### config.mk
export PLATFORM = sky130hd
export DESIGN_NAME = uart_rx_oversample
export DESIGN_NICKNAME = d
export VERILOG_FILES = /design/src/rtl/uart_rx_oversample.sv
export SDC_FILE = /design/constraint.sdc
export NUM_CORES = 1
export LEC_CHECK = 0
export CORE_MARGIN = 4
export CORE_UTILIZATION = 55
export CTS_CLUSTER_SIZE = 10
export DETAILED_ROUTE_END_ITERATION = 8
export PLACE_DENSITY_LB_ADDON = 0.05
export SYNTH_ARGS = -nofsm -noshare
export SYNTH_HDL_FRONTEND = slang
export SYNTH_SLANG_ARGS = --single-unit
### constraint.sdc
create_clock -name clk -period 2.1 [get_ports clk]
set_input_delay 0.315 -clock clk [delete_from_list [all_inputs] [get_ports clk]]
set_output_delay 0.315 -clock clk [all_outputs]
set_load 0.01 [all_outputs]
### src/rtl/uart_rx_oversample.sv
// 16x-oversampled UART receiver: 2-flop synchronizer, start/data/parity/stop FSM,
// registered data word with framing and parity error flags and a one-clk done strobe.
module uart_rx_oversample #(
  parameter int DBIT       = 8,
  parameter int SB_TICK    = 16,
  parameter int PARITY_EN  = 0,
  parameter int PARITY_ODD = 0
) (
  input  logic            clk,
  input  logic            reset,
  input  logic            s_tick,
  input  logic            rx,
  output logic [DBIT-1:0] rx_dout,
  output logic            rx_done_tick,
  output logic            framing_err,
  output logic            parity_err,
  output logic            busy
);

  localparam int NW = (DBIT > 1) ? $clog2(DBIT) : 1;

  localparam logic [2:0] IDLE   = 3'd0;
  localparam logic [2:0] START  = 3'd1;
  localparam logic [2:0] DATA   = 3'd2;
  localparam logic [2:0] PARITY = 3'd3;
  localparam logic [2:0] STOP   = 3'd4;

  logic [2:0]      state_q, state_d;
  logic [4:0]      s_q, s_d;
  logic [NW-1:0]   n_q, n_d;
  logic [DBIT-1:0] shift_q, shift_d;
  logic            par_q, par_d;
  logic            sync1_q, sync2_q;
  logic [DBIT-1:0] dout_q, dout_d;
  logic            done_q, done_d;
  logic            ferr_q, ferr_d;
  logic            perr_q, perr_d;
  logic            rx_sync;

  // Mismatch between received data+parity and the expected parity sense.
  function automatic logic parity_mismatch(input logic [DBIT-1:0] data, input logic pbit);
    return (PARITY_EN != 0) && ((^data ^ pbit) != (PARITY_ODD != 0));
  endfunction

  assign rx_sync = sync2_q;

  always_comb begin
    state_d = state_q;
    s_d     = s_q;
    n_d     = n_q;
    shift_d = shift_q;
    par_d   = par_q;
    dout_d  = dout_q;
    done_d  = 1'b0;
    ferr_d  = ferr_q;
    perr_d  = perr_q;
    case (state_q)
      IDLE: begin
        // Falling edge is taken immediately; a coincident tick is not counted.
        if (!rx_sync) begin
          state_d = START;
          s_d     = 5'd0;
        end
      end
      START: begin
        if (s_tick) begin
          if (s_q == 5'd7) begin
            if (!rx_sync) begin
              state_d = DATA;
              s_d     = 5'd0;
              n_d     = '0;
            end else begin
              state_d = IDLE;
            end
          end else begin
            s_d = s_q + 5'd1;
          end
        end
      end
      DATA: begin
        if (s_tick) begin
          if (s_q == 5'd15) begin
            shift_d = {rx_sync, shift_q[DBIT-1:1]};
            s_d     = 5'd0;
            if (n_q == NW'(DBIT - 1)) begin
              state_d = (PARITY_EN != 0) ? PARITY : STOP;
            end else begin
              n_d = n_q + NW'(1);
            end
          end else begin
            s_d = s_q + 5'd1;
          end
        end
      end
      PARITY: begin
        if (s_tick) begin
          if (s_q == 5'd15) begin
            par_d   = rx_sync;
            s_d     = 5'd0;
            state_d = STOP;
          end else begin
            s_d = s_q + 5'd1;
          end
        end
      end
      STOP: begin
        if (s_tick) begin
          if (s_q == 5'(SB_TICK - 1)) begin
            state_d = IDLE;
            done_d  = 1'b1;
            dout_d  = shift_q;
            ferr_d  = ~rx_sync;
            perr_d  = parity_mismatch(shift_q, par_q);
          end else begin
            s_d = s_q + 5'd1;
          end
        end
      end
      default: state_d = IDLE;
    endcase
  end

  always_ff @(posedge clk or posedge reset) begin
    if (reset) begin
      sync1_q <= 1'b1;
      sync2_q <= 1'b1;
      state_q <= IDLE;
      s_q     <= 5'd0;
      n_q     <= '0;
      shift_q <= '0;
      par_q   <= 1'b0;
      dout_q  <= '0;
      done_q  <= 1'b0;
      ferr_q  <= 1'b0;
      perr_q  <= 1'b0;
    end else begin
      sync1_q <= rx;
      sync2_q <= sync1_q;
      state_q <= state_d;
      s_q     <= s_d;
      n_q     <= n_d;
      shift_q <= shift_d;
      par_q   <= par_d;
      dout_q  <= dout_d;
      done_q  <= done_d;
      ferr_q  <= ferr_d;
      perr_q  <= perr_d;
    end
  end

  assign rx_dout      = dout_q;
  assign rx_done_tick = done_q;
  assign framing_err  = ferr_q;
  assign parity_err   = perr_q;
  assign busy         = (state_q != IDLE);

endmodule
---- Yosys cells after proc, flatten, opt, wreduce, memory -nomap -nowiden ----
Cells that the tools add are included.
cells by class
  equality and inequality tests ........... 21
  bitwise operators ....................... 1
  reduce and logical (&&, ||, !) cells .... 10
  add/subtract/negate cells ............... 2
  multiplexer cells ....................... 30
operators by type and width
  operator               number
  $mux W3                16
  $mux W5                7
  $ne A2 B2 Y1 const B   13
  $pmux W5 S4            1
  $pmux W3 S5            1
  $reduce_and A10 Y1     1
  $reduce_and A7 Y1      1
  $eq A3 B2 Y1 const B   2
  $eq A3 B3 Y1 const B   2
  $pmux W3 S2            1
  $reduce_and A3 Y1      2
  $add A5 B1 Y5 const B  1
  $eq A5 B3 Y1 const B   1
  $eq A5 B4 Y1 const B   1
  $reduce_and A5 Y1      1
  $reduce_bool A4 Y1     1
  $add A3 B1 Y3 const B  1
  $eq A3 B1 Y1 const B   1
  $logic_not A3 Y1       1
  $mux W1                3
  $reduce_bool A3 Y1     1
  $mux W2                1
  $ne A2 B1 Y1 const B   1
  $reduce_bool A2 Y1     1
  other kinds (2)        2
storage, ports and cells
  bits in registers ....................... 31
  output and inout port bits .............. 12
  logic and storage cells ................. 73
  bits of input ports ..................... 4

---- Logic depth before layout (Yosys ltp) ----
  depth after elaboration ................. 5
  mapped depth ............................ 7
  mapped depth without buffers ............ 7

---- Worst setup path before layout ----
Ideal clock, no wire load.
  path type ............................... reg-to-reg
  from .................................... register s_q[0]
  to ...................................... register state_q[1]
  clock period less this slack ............ 1913 ps
  setup slack ............................. 187 ps
  stages on the path, launching flop included .. 8
  arrival ................................. 1788 ps
  buffers on the path ..................... 0
  required time ........................... 1975 ps
  setup time .............................. 125 ps
  cell sequence ........................... dfrtp_1 ha_1 and3_1 ha_1 nor2_1 a2bb2oi_1 o2111ai_2 mux2_2
between the ends
  word-level cells in the longest chain between the ends .. 3
  elaborated cells on any way between the ends .. 7
  those cells by class .................... eq/ne (6); reduce/logical (1)
ends and longest elaborated chain
  item                                                 line  source
  from (decl)                                          29    logic [4:0] s_q, s_d;
  from (signal assigned)                               128   s_q <= 5'd0;
  from (signal assigned)                               140   s_q <= s_d;
  $eq A5 B4 Y1 / $eq A5 B3 Y1 (equally long branches)  -
  $ne A2 B2 Y1 (no line)                               -
  $reduce_and A10 Y1 (no line) (*)                     -
  to (signal assigned)                                 139   state_q <= state_d;
  to (decl)                                            28    logic [2:0] state_q, state_d;
Mark *: on every way between the ends. The rest lies on a longest branch, timed or not.
A chain may end at the register's enable or synchronous reset.

---- Worst setup path in the final report ----
  from .................................... register state_q[0]
  to ...................................... output busy
between the ends
  word-level cells in the longest chain between the ends .. 1
ends and longest elaborated chain
  item                line  source
  $reduce_bool A3 Y1  155   assign busy = (state_q != IDLE);
  to (decl)           17    output logic busy
Every way passes these cells.

==> impl_metrics.toml <==
[status]
status = "completed"

[global_route]
grt_max_degree = 21
grt_usage_pct = 19.2
grt_pass1_vias = 1136
gr-total-overflow = 0
antenna_found_initial = 0
grt_pass1_wl_um = 5180

[floorplanning]
die_w_um = 61.6
initial_core_util_pct = 57.4
die_area_sq_um = 3800
fp.dieH_um = 61.6
core_area_sq_um = 2760
rows = 19
io_pins = 16

[synthesis]
ys_warn_count = 0
synth_area_sq_um = 1580
synth_flop_cell = "dfrtp_1"
ys_ff_latch = 31
syn_inst = 134
synth_seq_area_share_pct = 49.2
synth-async-reset-ratio_pct = 100
yosysUniqueCellTypes = 40
synth-edff-count = 0
synth.avg_cell_area_sq_um = 11.8
synth_fp_nets = 144

[worst_setup_path]
end_kind = "output pin"
reg2reg_to = "state_q[1]$_DFFE_PP0P_"
cp.arrival_ps = 1710
slowest_stage = "clkdlybuf4s50_1"
path_class = "flip-flop to output pin"
worstPathRequired_ps = 1780
cp_cell_sequence = "or3_1 -> clkdlybuf4s50_1"
worstReg2RegStart = "s_q[0]$_DFFE_PP0P_"
timing.reg2reg.setup_slack_ps = 130
critPathMaxFanout = 9
reg2reg_depth = 7
max_stage_delay_ps = 500
startpoint_type = "flip-flop"

[timing]
whs_ps = 331
period_share_pct = 96.6
max_slew_margin_pct = 65.8
worst_pin_slew_ps = 513
rsz0062_at_grt = "no"
setup_tns_ps = 0
hold_viol_final = 0
finalSetupViolations = 0
fin_crit_ps = 2030
fin_skew_ps = 12.2
fmax_mhz = 493
drv_slew = 0

[route]
wl_per_cell_um = 15.9
first_pass_iters = 4
wirelength_um = 3000
drtIter0Drc = 62
drc_errors = 0
vias = 1112
detail-route-antenna-nets = 0
vias_per_cell = 5.88

[pwr]
finalPower_w = 0.00201
vdd_drop_max_mv = 0.924
swShare_pct = 38.3
power_frac_seq_pct = 37.9
power.switching_w = 0.000770
p_comb_share_pct = 45.3
p_leak_nw = 0.884
clock_power_share_pct = 16.9
power_density_nw_per_um2 = 1070
internal-power_w = 0.00124

[cts]
cts_hold_buf = 0
clk_latency_ps = 330
cts_made_buffers = 5
h-tree-depth = 2
cts_sinks = 31
cts_tree = "done"
clk_pin_slew_worst_paths_ps = 100
root_buffer = "clkbuf_4"
cts_buffer_depth = 2

[placement]
place_area_sq_um = 1780
portBuffers = 14
gp_congestion = 0.871
dp_hpwl_um = 2130

[layout]
diodes = 0
fin_area_sq_um = 1880
fin_nets = 167
drive_gt1_share_pct = 29.1
area.growth.synth_to_final_pct = 18.5

[hold_path]
hp-class = "input port to async pin"

[run]
maxCapViolCount = 0
## registers in the layout, summed over array words and instances (netlist names)
register      cells
s_q               5
sync1_q           1
shift_q           8
rx_done_tick      1
rx_sync           1
rx_dout           8
n_q               3
state_q           3
framing_err       1
## cell usage in the layout, fill, tap and decap left out, drive strengths merged, types with 4 or more instances in the layout
cell,instances
clkbuf,6
inv,7
nor2,9
o21ai,6
clkdlybuf4s50,14
dfrtp,29
mux2,20
ha,6
buf,9
and3,4
o211ai,5
nand2,6
## cell families (layout without fill, tap and decap cells)
logic type               count (synthesis)  in the layout  synth area share, %
AND/OR/NAND/NOR                         33             33                 11.9
XOR/XNOR                                 2              2                 1.11
multiplexers                            23             23                 16.1
AO/OA/AOI/OAI                           24             24                 12.4
flip-flops                              31             31                 49.2
adder cells (fa/ha/maj)                  6              6                 4.74
other                                    1              1                0.237
buffers and inverters                   14             38                 4.27
## cell type report
| type | count | area, sq um |
|---|---|---|
| clock inverter | 2 | 12.5 |
| clock buffer | 6 | 41.3 |
| timing repair buffer | 23 | 220 |
| tap | 31 | 38.8 |
| multi-input combinational | 89 | 756 |
| sequential | 31 | 781 |
| inverter | 7 | 26.3 |
| fill | 225 | 882 |
## cell usage after synthesis (all sizes together), types with 2 or more instances
cell     n  area [sq um]
o22ai    2          12.5
nor3b    2          15.0
and3     4          25.0
buf      6          37.5
mux2    20           225
nand2b   2          12.5
a22oi    2          15.0
dfstp    2          52.6
nand2    6          22.5
ha       6          75.1
nor2     9          41.3
inv      7          26.3
dfrtp   29           726
or3b     3          26.3
nand3    3          15.0
mux2i    3          30.0
o211ai   5          42.5
o21ai    6          33.8
## critical path, delay by kind of cell, from the launching register on
| family | cells | cell delay, ps |
|---|---|---|
| buffers and inverters | 1 | 500 |
| and+or+nand+nor | 1 | 400 |
| DFF | 1 | 490 |
## what timing repair did
item                                    4_1_cts  5_1_grt
buffers inserted                              1        2
resized for setup                             2        4
endpoints found under the setup margin        1       11
## routing by layer
metal  routed length, um  part of all wire, %  track usage [%]  vias up
met5                   0                    0                0        -
met4                  44                  1.5             7.88        0
met3                 124                  4.1             6.92        6
met2                1560                   52             30.9       30
met1                1270                   42             23.2      545
li1                    -                    -                -      531
## per-stage QoR
step	setup WS [ps]	std cells	utilization (%)
4_1_cts	14.2	187	66.8
3_3_place_gp	144	178	64.5
3_5_place_dp	86.9	178	64.5
5_1_grt	3.68	189	68.0
6_report	71.1	189	68.0
2_1_floorplan	187	134	-
## power by group through the flow
stage               Combinational [W]  Clock (W)  Sequential, W
floorplan                    0.000642          0       0.000736
global placement             0.000759          0       0.000807
detailed placement           0.000780          0       0.000813
CTS                          0.000821   0.000353       0.000786
global route                  0.00100   0.000387       0.000774
finish                       0.000909   0.000339       0.000761
## how the worst max path moves through the flow
| stage | start | endpoint | cells after the start |
|---|---|---|---|
| CTS | state_q[1]$_DFFE_PP0P_ | busy | 2 |
| finish | state_q[0]$_DFFE_PP0P_ | busy | 2 |
| global route | state_q[0]$_DFFE_PP0P_ | busy | 2 |
| global placement | s_q[0]$_DFFE_PP0P_ | state_q[1]$_DFFE_PP0P_ | 7 |
| detailed placement | s_q[0]$_DFFE_PP0P_ | s_q[3]$_DFFE_PP0P_ | 7 |
| floorplan | s_q[0]$_DFFE_PP0P_ | state_q[1]$_DFFE_PP0P_ | 7 |
Power figures use the tool's default switching activity.
